--- src/rtl/inst_loader_if.sv ---
// Byte-stream input and instruction-RAM write bus of the instruction loader.
`default_nettype none

interface inst_loader_if;
  logic        in_valid;
  logic [7:0]  in_data;
  logic        in_ready;
  logic        ram_we;
  logic [5:0]  ram_addr;
  logic [31:0] ram_din;

  modport master (
    output in_valid, in_data,
    input  in_ready, ram_we, ram_addr, ram_din
  );

  modport slave (
    input  in_valid, in_data,
    output in_ready, ram_we, ram_addr, ram_din
  );
endinterface

`default_nettype wire

--- src/rtl/inst_loader.sv ---
// ============================================================================
// inst_loader : assembles big-endian 32-bit words from a byte stream and
//               writes them to instruction RAM while holding the CPU in reset.
// Revision    : 1.0
// ============================================================================
`default_nettype none

module inst_loader (
  input  logic               clk,
  input  logic               rst,
  input  logic               start,
  input  logic [6:0]         length,
  input  logic               abort,
  inst_loader_if.slave       bus,
  output logic               cpu_hold,
  output logic               done,
  output logic               err,
  output logic [31:0]        checksum,
  output logic [6:0]         words_loaded
);

  localparam logic [1:0] IDLE  = 2'd0;
  localparam logic [1:0] LOAD  = 2'd1;
  localparam logic [1:0] WRITE = 2'd2;
  localparam logic [1:0] DONE  = 2'd3;

  logic [1:0]  state;
  logic [1:0]  state_nx;
  logic [1:0]  byte_cnt;
  logic [5:0]  word_addr;
  logic [5:0]  len_m1;
  logic [31:0] word;
  logic        len_ok;
  logic        accept;
  logic        last_word;

  assign len_ok    = (length != 7'd0) && (length <= 7'd64);
  assign accept    = (state == LOAD) && bus.in_valid;
  // len_m1 is 6 bits so length 64 maps to 63 and word_addr never wraps.
  assign last_word = (word_addr == len_m1);

  always_ff @(posedge clk or negedge rst) begin
    if (!rst) state <= IDLE;
    else      state <= state_nx;
  end

  always_comb begin
    state_nx = state;
    case (state)
      IDLE:    if (start && len_ok) state_nx = LOAD;
      LOAD: begin
        if (abort)                              state_nx = IDLE;
        else if (accept && (byte_cnt == 2'd3))  state_nx = WRITE;
      end
      WRITE: begin
        if (abort)          state_nx = IDLE;
        else if (last_word) state_nx = DONE;
        else                state_nx = LOAD;
      end
      DONE:    state_nx = IDLE;
      default: state_nx = IDLE;
    endcase
  end

  // ram_we alone looks at abort so an abort in WRITE suppresses the write.
  always_comb begin
    bus.in_ready = (state == LOAD);
    bus.ram_we   = (state == WRITE) && !abort;
    done         = (state == DONE);
    cpu_hold     = (state != IDLE);
  end

  assign bus.ram_addr = word_addr;
  assign bus.ram_din  = word;

  always_ff @(posedge clk or negedge rst) begin
    if (!rst) begin
      byte_cnt     <= 2'd0;
      word_addr    <= 6'd0;
      len_m1       <= 6'd0;
      word         <= 32'd0;
      checksum     <= 32'd0;
      words_loaded <= 7'd0;
      err          <= 1'b0;
    end else begin
      err <= 1'b0;
      case (state)
        IDLE: begin
          if (start) begin
            if (len_ok) begin
              byte_cnt     <= 2'd0;
              word_addr    <= 6'd0;
              checksum     <= 32'd0;
              words_loaded <= 7'd0;
              len_m1       <= length[5:0] - 6'd1;
            end else begin
              err <= 1'b1;
            end
          end
        end
        LOAD: begin
          if (abort) begin
            err      <= 1'b1;
            byte_cnt <= 2'd0;
          end else if (accept) begin
            word     <= {word[23:0], bus.in_data};
            byte_cnt <= byte_cnt + 2'd1;
          end
        end
        WRITE: begin
          if (abort) begin
            err      <= 1'b1;
            byte_cnt <= 2'd0;
          end else begin
            checksum     <= checksum ^ word;
            words_loaded <= words_loaded + 7'd1;
            if (!last_word) word_addr <= word_addr + 6'd1;
          end
        end
        default: ;
      endcase
    end
  end

endmodule

`default_nettype wire

--- src/flat_wrapper.sv ---
// flat-port wrapper written by rule: the top's interface ports become plain ports
module inst_loader_flat 
  (clk, rst, start, length, abort, cpu_hold, done, err, checksum, words_loaded, bus_in_valid, bus_in_data, bus_in_ready, bus_ram_we, bus_ram_addr, bus_ram_din);
  inst_loader_if bus_i ();
  input  logic clk;
  input  logic rst;
  input  logic start;
  input  logic [6:0] length;
  input  logic abort;
  output logic cpu_hold;
  output logic done;
  output logic err;
  output logic [31:0] checksum;
  output logic [6:0] words_loaded;
  input wire logic [$bits(bus_i.in_valid)-1:0] bus_in_valid;
  input wire logic [$bits(bus_i.in_data)-1:0] bus_in_data;
  output wire logic [$bits(bus_i.in_ready)-1:0] bus_in_ready;
  output wire logic [$bits(bus_i.ram_we)-1:0] bus_ram_we;
  output wire logic [$bits(bus_i.ram_addr)-1:0] bus_ram_addr;
  output wire logic [$bits(bus_i.ram_din)-1:0] bus_ram_din;
  assign bus_i.in_valid = bus_in_valid;
  assign bus_i.in_data = bus_in_data;
  assign bus_in_ready = bus_i.in_ready;
  assign bus_ram_we = bus_i.ram_we;
  assign bus_ram_addr = bus_i.ram_addr;
  assign bus_ram_din = bus_i.ram_din;
  inst_loader u_core (.clk(clk), .rst(rst), .start(start), .length(length), .abort(abort), .bus(bus_i), .cpu_hold(cpu_hold), .done(done), .err(err), .checksum(checksum), .words_loaded(words_loaded));
endmodule
--- config.mk ---
export PLATFORM = sky130hd
export DESIGN_NAME = inst_loader_flat
export DESIGN_NICKNAME = d
export VERILOG_FILES = /design/src/rtl/inst_loader_if.sv /design/src/rtl/inst_loader.sv /design/src/flat_wrapper.sv
export SDC_FILE = /design/constraint.sdc
export NUM_CORES = 1
export LEC_CHECK = 0
export ABC_CLOCK_PERIOD_IN_PS = 1800
export BUFFER_PORTS_ARGS = -buffer_cell sky130_fd_sc_hd__buf_2
export CAP_MARGIN = 10
export CORE_MARGIN = 3
export CORE_UTILIZATION = 25
export CTS_CLUSTER_SIZE = 20
export DETAILED_ROUTE_END_ITERATION = 10
export PLACE_DENSITY = 0.56
export SYNTH_ARGS = -nofsm -noshare
export SYNTH_HDL_FRONTEND = slang
export SYNTH_SLANG_ARGS = --single-unit
--- constraint.sdc ---
create_clock -name clk -period 1.8 [get_ports clk]
set_input_delay 0.09 -clock clk [delete_from_list [all_inputs] [get_ports clk]]
set_output_delay 0.09 -clock clk [all_outputs]
set_load 0.01 [all_outputs]
-- Yosys cells after proc, flatten, opt, wreduce, memory -nomap -nowiden
Cells that the tools add are included.
- memories kept: 0
- bits in latches: 0
- bits in read-only memories: 0
- register bits: 88
- word-level logic and storage cells: 75
- memory bits (writable): 0
- bits of input ports: 20
- output and inout port bits: 82
- bitwise operators: 2
- shift operators: 0
- div/mod/pow operators: 0
- reduce and logical (&&, ||, !) cells: 18
- equality and inequality tests: 13
- multiply operators: 0
- multiplexer cells: 29
- $add $sub $neg: 4
- $lt $le $gt $ge: 1
- operator list (cell ; count):
    $mux W32 ; 3
    $pmux W32 S2 ; 1
    $xor A32 B32 Y32 ; 1
    $mux W6 ; 4
    $mux W7 ; 3
    $mux W2 ; 10
    $pmux W7 S2 ; 1
    $pmux W6 S2 ; 1
    $reduce_and A5 Y1 ; 2
    $ne A2 B2 Y1 const B ; 4
    $pmux W2 S4 ; 1
    $add A7 B1 Y7 const B ; 1
    $le A7 B7 Y1 const B ; 1
    $reduce_bool A7 Y1 ; 1
    $add A6 B1 Y6 const B ; 1
    $eq A2 B2 Y1 const B ; 3
    $eq A6 B6 Y1 ; 1
    $ne A3 B2 Y1 const B ; 2
    $pmux W2 S3 ; 1
    $reduce_and A3 Y1 ; 2
    $sub A6 B1 Y6 const B ; 1
    $logic_and A1 B1 Y1 ; 5
    $ne A2 B1 Y1 const B ; 2
    $reduce_and A4 Y1 ; 1
    11 further kinds ; 14

-- Logic depth before layout (Yosys ltp)
Gate-level depths: netlist of the first run.
- depth in word-level cells: 6
- mapped depth: 9
- mapped depth without buffers: 7

-- Least setup slack after synthesis of the first run
Ideal clock, no wire load.
- kind: register to register
- from: register u_core.state[0]
- to: register u_core.word_addr[5], in the netlist u_core.bus.ram_addr[5]
- slack: -0.084 ns
- library setup time: 0.076 ns
- buffers on the path: 1
- required time: 1.724 ns
- arrival time: 1.808 ns
- clock period less this slack: 1.884 ns
- stages on the path, launching flop included: 9
- cells stage by stage: dfrtp_1 -> inv_1 -> ha_1 -> clkbuf_1 -> nand2b_1 -> o21ai_1 -> o21ai_4 -> or4_1 -> o21ai_1
- cells in the longest elaborated chain, start to end: 3
- elaborated cells between the ends (all ways): 9
- classes of those cells: eq/ne: 5; mux: 1; reduce/logical: 3
- RTL lines (what ; line ; text):
    start, declared ; inst_loader.sv:27 ; logic [1:0] state;
    start signal, assigned ; inst_loader.sv:44 ; else state <= state_nx;
    $eq A2 B2 Y1 / $logic_not A2 Y1 (equally long branches) ; inst_loader.sv:87 ; case (state)
    $ne A2 B2 Y1 (no source line), or another cell as far along ; - ;
    $reduce_and A5 Y1 (no source line) ; - ;
    end signal, assigned ; inst_loader.sv:117 ; if (!last_word) word_addr <= word_addr + 6'd1;
    end, declared ; inst_loader.sv:30 ; logic [5:0] word_addr;
Parallel ways exist; a longest one is shown, timed or not.
A chain may end at the register's enable or synchronous reset.

-- Worst setup path in the final report of the first run
- from: register u_core.state[1]
- to: register u_core.word_addr[5], in the netlist u_core.bus.ram_addr[5]
Same word-level chain as after synthesis.

==> results of run 1 <==
==> routing by layer <==
layer  GRT usage, %  up-vias  share of wire (%)  routed length [µm]
li1               -     1722                  -                   -
met2           20.6       98                 47                5900
met4           3.76        0               0.95                 119
met5              0        -                  0                   0
met3           3.69       10                4.8                 607
met1           17.2     1816                 47                5910
==> repair_timing <==
item                                    4_1_cts  5_1_grt
endpoints found under the setup margin       19       76
endpoints found under the hold margin        38        0
hold buffers                                  9        0
pin swaps                                     1        2
gates resized for setup                       2       13
gates cloned                                  0        1
buffers inserted                              0        1
==> layout by cell type (no fill, tap or decap), drive strengths merged, types with 4 or more instances in the layout <==
master,instances
buf,127
dfrtp,88
inv,48
o21ai,38
mux2,37
o2111ai,33
a22o,32
nand2,23
clkbuf,10
dlygate4sd3,9
ha,9
xnor2,8
nor2,8
mux2i,7
nor3,4
and3,4
nand3b,4
o221ai,4
==> state kept, by name (all words and copies together), names as in the netlist <==
register / flops
u_core.bus.ram_addr: 6
u_core.bus.ram_din: 32
u_core.byte_cnt: 2
u_core.checksum: 32
u_core.err: 1
u_core.len_m1: 6
u_core.state: 2
u_core.words_loaded: 7
==> where the power goes <==
group	internal (mW)	switching [mW]
Clock	1.23	0.860
Sequential	2.66	0.778
Combinational	1.99	2.42
==> cell families (layout without fill, tap and decap cells) <==
logic type / count (synthesis) / after routing / synth area share [%]
compound gates: 122 / 122 / 21.1
xor+xnor: 11 / 11 / 2.18
fa+ha+maj: 9 / 9 / 2.54
buf+inv: 69 / 199 / 6.56
flops: 88 / 88 / 49.7
mux: 44 / 44 / 11.3
simple gates: 55 / 55 / 6.58
==> layout make-up <==
| cell class | count | area [µm²] | area share (%) |
|---|---|---|---|
| clock buffers | 9 | 225 | 3.83 |
| clock inverters | 7 | 103 | 1.74 |
| inverters | 46 | 173 | 2.93 |
| multi-input cells | 241 | 2010 | 34.1 |
| flip-flops and latches | 88 | 2200 | 37.4 |
| well taps | 225 | 282 | 4.78 |
| repair buffers | 137 | 892 | 15.2 |
==> critical path: stages (launching register included) <==
cell and delay [ns]:
dfrtp_1 0.44, inv_2 0.10, ha_4 0.17, inv_2 0.06, o21ai_4 0.21, o21ai_4 0.11
or4_1 0.47, o21ai_1 0.09
==> final timing paths <==
kind | startpoint | endpoint | cells after the start
max | u_core.state[1] | u_core.bus.ram_addr[5] | 7
min | abort | u_core.words_loaded[0] | 2
max reg2reg | u_core.state[1] | u_core.bus.ram_addr[5] | 7
min reg2reg | u_core.words_loaded[6] | u_core.words_loaded[6] | 2
max in group asynchronous | rst | u_core.checksum[21] | 3
min in group asynchronous | rst | u_core.words_loaded[2] | 2
==> run metrics, run 1 <==
outcome=finished clean; number of global-route vias before repair=3647; DIE HEIGHT=139 µm; ys flop type=dfrtp_1; startpoint class of the critical path=flop; number of fill cells=1774; Post-Route WL=12500 µm; Synth Instances=398; routed vias/inst=4.84; synth top area cells=dfrtp_1 50%, mux2_2 9.4%, o2111ai_1 6.5%; Initial DRC Count=118; Synth async-reset ratio=100%; Initial DRT Pass Iterations=4; TNS Setup=0 ns; io pins=102; core area=17300 µm²; clock period minus worst slack=1.71 ns; Tot Pwr=9.94 mW; initial antenna violation count=0; DP Worst Slack=-0.118 ns; peak supply drop=0.000854 V; clock root cell=clkbuf_16; diode count=0; Pins Over Slew Limit=0; Slew HR=61.8%; Final ANT Viol Nets=0; Synth top cells by count=88 x dfrtp_1, 46 x inv_1, 37 x mux2_2, 33 x o2111ai_1, 32 x a22o_1; GPL Wtd Cong=0.770; Via Count=3646; Avg Inst Size Synth=11.1 µm²; cell row count=48; Clk pin slew, worst setup/hold paths=0.07 ns; CP Data Arrival Time=1.99 ns; Fmax=0.584 GHz; syn nets=427; Post-Route Utilization=34.0%; hold_ws=0.0416 ns; Starting Density=25.6%; die area=19300 µm²; Worst Path Required=2.08 ns; layout cell share with drive strength beyond 1=37.9%; Synth cell types=46; number of synthesized flops with an enable pin=0; CTS H-tree lvls=3; MaxCap Viol Count=0; worst slew pin tran=0.573 ns; Final Setup Violations=0; cell taking the most area after synthesis=dfrtp_1; Synth top area share=49.7%; hpwl dp=8860 µm; RSZ-0062 raised after global routing=no; post-route cell area=5890 µm²; Warnings, synthesis=0; # DRC=0; worst-path fanout max=4; Worst Setup Path Type=flop to flop; P_leak=2.72 nW; crit end category=flop; GRT Residual Overflow=0; dpl cells=726; clk buf depth=2; GRT Util Overall=12.9%; Num CTS Buffers=9; placed cell area=5370 µm²; top-count cell post-synth=dfrtp_1; pwr dens=1690 nW/µm²; Worst R2R Setup Slack=0.09 ns; fin crit share=95.2%; Routed WL per cell=16.6 µm; pin count of the biggest net entering global routing=49; CTS tree=yes; Seq/Total Area, Yosys=49.7%; Die X=139 µm; synth-to-layout area growth=32.9%; worst hold-check path type=input pin to flop; Clock Sinks=88; Port Buffers=101; Clk Latency, worst-skew pair=0.35 ns; final std cells w/o fill=753; first-pass GRT wire length=20300 µm; setup ws final=0.0873 ns; Fin Clk Skew=0.00876 ns; register bit total from synthesis=88; Post-Syn Area=4430 µm²; Hold Fails Final Rpt=0; fin nets=552
Note: power is estimated with default switching activity, not from simulation.
==> inputs of run 2 (changes only) <==
Settings changed: CORE_UTILIZATION 25 to 40, PLACE_DENSITY 0.56 to 0.76.
==> run metrics, run 2 (synthesis results as in run 1) <==
worst slew pin tran=0.482 ns (was 0.573 ns); Buf+Inv Stages, Crit Path=2 (unchanged); clock period minus worst slack=1.72 ns (was 1.71 ns); Comb pwr share=47.5% (was 44.3%); crit end category=flop (unchanged); Fmax=0.580 GHz (was 0.584 GHz); Num CTS Buffers=9 (unchanged); met2 usage=30.8% (was 20.6%); core area=10600 µm² (was 17300 µm²); hpwl dp=7850 µm (was 8860 µm); Clock Sinks=88 (unchanged); Clk pin slew, worst setup/hold paths=0.09 ns (was 0.07 ns); M1 GR Usage=24.9% (was 17.2%); power share of the clock group=15.1% (was 21.0%); most common cell after layout, fill and taps aside=buf_2 (unchanged); Clk Latency, worst-skew pair=0.37 ns (was 0.35 ns); Worst Setup Path Type=flop to flop (unchanged); cell row count=37 (was 48); GPL Wtd Cong=0.858 (was 0.770); Starting Density=42.0% (was 25.6%); diode count=0 (unchanged); Slew HR=67.9% (was 61.8%); io pins=102 (unchanged); CTS tree=yes (unchanged); cells along the critical path=inv_2, ha_4, inv_2, o21ai_4, o21ai_4, or4_1, o21ai_1 (unchanged); CTS H-tree lvls=3 (unchanged); Tot Pwr=9.05 mW (was 9.94 mW); # DRC=0 (unchanged); routed vias/inst=5.51 (was 4.84); RSZ-0062 raised after global routing=no (unchanged); peak supply drop=0.000777 V (was 0.000854 V); Fin Clk Skew=0.0122 ns (was 0.00876 ns); Pins Over Slew Limit=0 (unchanged); Initial DRC Count=190 (was 118); DIE HEIGHT=111 µm (was 139 µm); Worst Path Required=2.10 ns (was 2.08 ns); Final Setup Violations=0 (unchanged); Top Family by Delay on Critical Path=simple AND/OR/NAND/NOR gates (unchanged); startpoint class of the critical path=flop (unchanged); slowest stage delay, CP=0.48 ns (was 0.47 ns); setup ws final=0.0767 ns (was 0.0873 ns); CP Data Arrival Time=2.03 ns (was 1.99 ns); most frequent cells in the layout=100 x buf_2, 88 x dfrtp_1, 43 x inv_1, 37 x mux2_2, 33 x o2111ai_1 (unchanged); worst-path fanout max=4 (unchanged); GRT busiest layer=met2 (unchanged); Routed WL per cell=17.4 µm (was 16.6 µm); initial antenna violation count=0 (unchanged); clock root cell=clkbuf_8 (was clkbuf_16); first-pass GRT wire length=19100 µm (was 20300 µm); Final ANT Viol Nets=0 (unchanged); pin count of the biggest net entering global routing=38 (was 49); synth-to-layout area growth=26.4% (was 32.9%); DP Worst Slack=-0.0756 ns (was -0.118 ns); P_leak=2.63 nW (was 2.72 nW); GRT Util Overall=19.0% (was 12.9%); Die X=111 µm (was 139 µm); layout cell share with drive strength beyond 1=37.0% (was 37.9%); Via Count=3635 (was 3646); fin crit share=95.7% (was 95.2%); fin nets=549 (was 552); worst hold-check path type=input pin to flop (unchanged); Psw=3.80 mW (was 4.06 mW); Initial DRT Pass Iterations=4 (unchanged); Post-Route WL=11500 µm (was 12500 µm); pwr dens=1620 nW/µm² (was 1690 nW/µm²); M3 GR Usage=6.00% (was 3.69%); GRT Residual Overflow=0 (unchanged); number of global-route vias before repair=3650 (was 3647); Sequential Power Share=37.5% (was 34.6%); Hold Fails Final Rpt=0 (unchanged); Sw Share=42.0% (was 40.8%); outcome=finished clean (unchanged); slowest CP cell=or4_1 (unchanged); Pint=5.25 mW (was 5.88 mW); MaxCap Viol Count=0 (unchanged); die area=12400 µm² (was 19300 µm²); Port Buffers=101 (unchanged); clk buf depth=2 (unchanged)
run 2: changes by cell type in the layout (fill, tap and decap cells not counted), moves of 2 or more:
cell,before,now
clkinv_4,2,0
clkbuf_16,10,0
clkbuf_8,0,10
buf_4,19,16
clkinv_2,0,3
inv_6,2,0
run 2: final timing paths:
path,end,from,depth (start not counted),slack [ns]
max reg2reg,u_core.bus.ram_addr[5],u_core.state[0],7,0.08
min,u_core.err,start,3,0.04
max in group asynchronous,u_core.checksum[14],rst,3,0.94
min reg2reg,u_core.checksum[29],u_core.checksum[29],1,0.53
min in group asynchronous,u_core.checksum[29],rst,2,0.22
max,u_core.bus.ram_addr[5],u_core.state[0],7,0.08
run 2: per-layer routing:
| metal | up-vias | wire length (µm) | part of all wire (%) |
|---|---|---|---|
| met4 | 0 | 78 | 0.68 |
| met5 | - | 0 | 0 |
| met2 | 90 | 5470 | 48 |
| met1 | 1828 | 5270 | 46 |
| li1 | 1710 | - | - |
| met3 | 7 | 635 | 5.5 |
run 2: through the flow:
step	setup TNS [ns]	instance area, µm²	utilization [%]	hold slack (ns)	cells
2_1_floorplan	-0.000241	4440	-	-0.206	398
3_3_place_gp	-0.0324	5250	49.7	0.0810	633
3_5_place_dp	-1.25	5250	49.7	0.0851	633
4_1_cts	0	5560	52.7	0.0183	658
5_1_grt	0	5600	53.0	0.0477	660
6_report	0	5600	53.0	0.0388	660
run 2: final cells by class:
class,instances,area (µm²)
Fill cell,948,4960
Sequential cell,88,2200
Multi-Input combinational cell,241,2000
Timing Repair Buffer,134,863
Inverter,46,173
Tap cell,136,170
Clock buffer,11,141
Clock inverter,4,45.0
run 2: power groups by stage:
| stage | combinational [mW] | sequential [mW] | clock [mW] |
|---|---|---|---|
| 6_report | 4.30 | 3.39 | 1.36 |
| 5_1_grt | 4.69 | 3.51 | 1.50 |
| 4_1_cts | 4.27 | 3.40 | 1.40 |
| 3_5_place_dp | 4.14 | 3.43 | 0 |
| 3_3_place_gp | 4.03 | 3.38 | 0 |
| 2_1_floorplan | 2.34 | 3.51 | 0 |
run 2: what timing repair did:
item,4_1_cts,5_1_grt
pin swaps,0,2
hold buffers,10,0
endpoints found under the setup margin,39,66
buffers inserted,0,2
hold endpoints to repair,41,0
cloned,0,0
resized for setup,6,6
run 2: worst reg2reg max path, delay by kind of cell, from the launching register on:
kind / cells / cell delay (ns)
AOI/OAI and AO/OA: 3 / 0.40
adders and majority gates: 1 / 0.17
DFF: 1 / 0.42
buffers and inverters: 2 / 0.18
and+or+nand+nor: 1 / 0.48
==> inputs of run 3 (changes only) <==
Settings changed: REMOVE_ABC_BUFFERS set to 1.
==> run metrics, run 3 (synthesis results as in run 1) <==
# DRC=0 (unchanged); P_leak=2.63 nW (about the same); GPL Wtd Cong=0.805 (was 0.858); Hold Fails Final Rpt=0 (unchanged); number of global-route vias before repair=3668 (was 3650); Worst Setup Path Type=flop to flop (unchanged); worst slew pin tran=0.594 ns (was 0.482 ns); Pins Over Slew Limit=0 (unchanged); GRT Util Overall=18.0% (was 19.0%); diode count=0 (unchanged); Worst Path Required=2.10 ns (about the same); clock period minus worst slack=1.75 ns (was 1.72 ns); Clk Latency, worst-skew pair=0.37 ns (about the same); crit end category=flop (unchanged); clk buf depth=2 (unchanged); most common cell after layout, fill and taps aside=buf_2 (unchanged); routed vias/inst=5.51 (about the same); CP Data Arrival Time=2.04 ns (was 2.03 ns); startpoint class of the critical path=flop (unchanged); DIE HEIGHT=111 µm (unchanged); Slew HR=60.4% (was 67.9%); Clk pin slew, worst setup/hold paths=0.10 ns (was 0.09 ns); fin nets=551 (was 549); hold_ws=0.0467 ns (was 0.0388 ns); Initial DRC Count=182 (was 190); core area=10600 µm² (unchanged); worst hold-check path type=input pin to flop (unchanged); cell row count=37 (unchanged); Port Buffers=101 (unchanged); TNS Setup=0 ns (unchanged); outcome=finished clean (unchanged); GRT Residual Overflow=0 (unchanged); Die X=111 µm (unchanged); worst-path fanout max=4 (unchanged); dpl cells=633 (unchanged); io pins=102 (unchanged); Via Count=3650 (was 3635); Clock Sinks=88 (unchanged); Fin Clk Skew=0.0150 ns (was 0.0122 ns); clock root cell=clkbuf_8 (unchanged); post-route cell area=5580 µm² (was 5600 µm²); RSZ-0062 raised after global routing=yes (was no); Buf+Inv Stages, Crit Path=2 (unchanged); first-pass GRT wire length=18400 µm (was 19100 µm); layout cell share with drive strength beyond 1=37.4% (was 37.0%); MaxCap Viol Count=0 (unchanged); Final ANT Viol Nets=0 (unchanged); Final Setup Violations=0 (unchanged); Top Family by Delay on Critical Path=simple AND/OR/NAND/NOR gates (unchanged); most frequent cells in the layout=100 x buf_2, 88 x dfrtp_1, 43 x inv_1, 37 x mux2_2, 33 x o2111ai_1 (unchanged); die area=12400 µm² (unchanged); Routed WL per cell=17.0 µm (was 17.4 µm); cells along the critical path=inv_2, ha_4, inv_2, o21ai_4, o21ai_4, or4_1, o21ai_1 (unchanged); CTS tree=yes (unchanged); Starting Density=42.0% (unchanged); peak supply drop=0.00110 V (was 0.000777 V); pwr dens=1630 nW/µm² (was 1620 nW/µm²); Initial DRT Pass Iterations=4 (unchanged); hpwl dp=7600 µm (was 7850 µm); pin count of the biggest net entering global routing=46 (was 38); slowest CP cell=or4_1 (unchanged); synth-to-layout area growth=25.9% (was 26.4%); initial antenna violation count=0 (unchanged); CTS H-tree lvls=3 (unchanged); Post-Route WL=11200 µm (was 11500 µm); Fmax=0.573 GHz (was 0.580 GHz); Num CTS Buffers=9 (unchanged); slowest stage delay, CP=0.49 ns (was 0.48 ns); fin crit share=97.0% (was 95.7%); placed cell area=5200 µm² (was 5250 µm²); final std cells w/o fill=663 (was 660)
[run 3: changes by cell type in the layout (fill, tap and decap cells not counted), sizes merged]
cell,change
buf,+2
clkbuf,-2
clkinv,+2
inv,+1
[run 3: report_power, final]
| part | switching (mW) | internal, mW |
|---|---|---|
| Clock | 0.760 | 0.645 |
| Combinational | 2.40 | 1.96 |
| Sequential | 0.670 | 2.66 |
[run 3: path summary, 6_finish.rpt]
check	startpoint	to	slack [ns]	cells after the start
min reg2reg	u_core.checksum[8]	u_core.checksum[8]	0.54	1
min in group asynchronous	rst	u_core.err	0.26	2
max in group asynchronous	rst	u_core.bus.ram_din[9]	0.88	3
max	u_core.state[0]	u_core.bus.ram_addr[5]	0.05	7
min	start	u_core.err	0.05	3
max reg2reg	u_core.state[0]	u_core.bus.ram_addr[5]	0.05	7
[run 3: layout make-up]
type,instances,area [µm²]
clock buffers,9,124
clock inverters,7,71.3
fillers,917,4980
inverters,46,173
multi-input cells,241,1990
flip-flops and latches,88,2200
well taps,136,170
repair buffers,136,845
[run 3: timing repair]
item / CTS / global route
pin swaps: 0 / 2
resized for setup: 7 / 6
gates cloned: 0 / 0
setup buffers: 0 / 4
setup endpoints to repair: 39 / 59
hold buffers: 10 / 0
endpoints found under the hold margin: 52 / 0
[run 3: per-layer routing]
metal	GRT usage [%]	part of all wire, %	up-vias
met2	30.2	50	123
met5	0	0	-
met4	5.60	1.4	0
met1	22.7	42	1802
met3	4.86	6.5	16
li1	-	-	1709
[run 3: worst register-to-register path, cell delays in order, from the launching register on]
cell and delay (ns):
dfrtp_1 0.41, inv_2 0.13, ha_4 0.18, inv_2 0.06
o21ai_4 0.22, o21ai_4 0.10, or4_1 0.49, o21ai_1 0.09
[run 3: stage by stage]
step | utilization, % | worst slack (ns) | power, mW
after floorplan | - | -2.07 | 5.67
after global placement | 49.3 | -0.0583 | 7.33
after detailed placement | 49.3 | -0.121 | 7.51
after CTS | 52.4 | -0.00595 | 9.05
after global routing | 52.8 | -0.0170 | 9.78
final | 52.8 | 0.0541 | 9.10
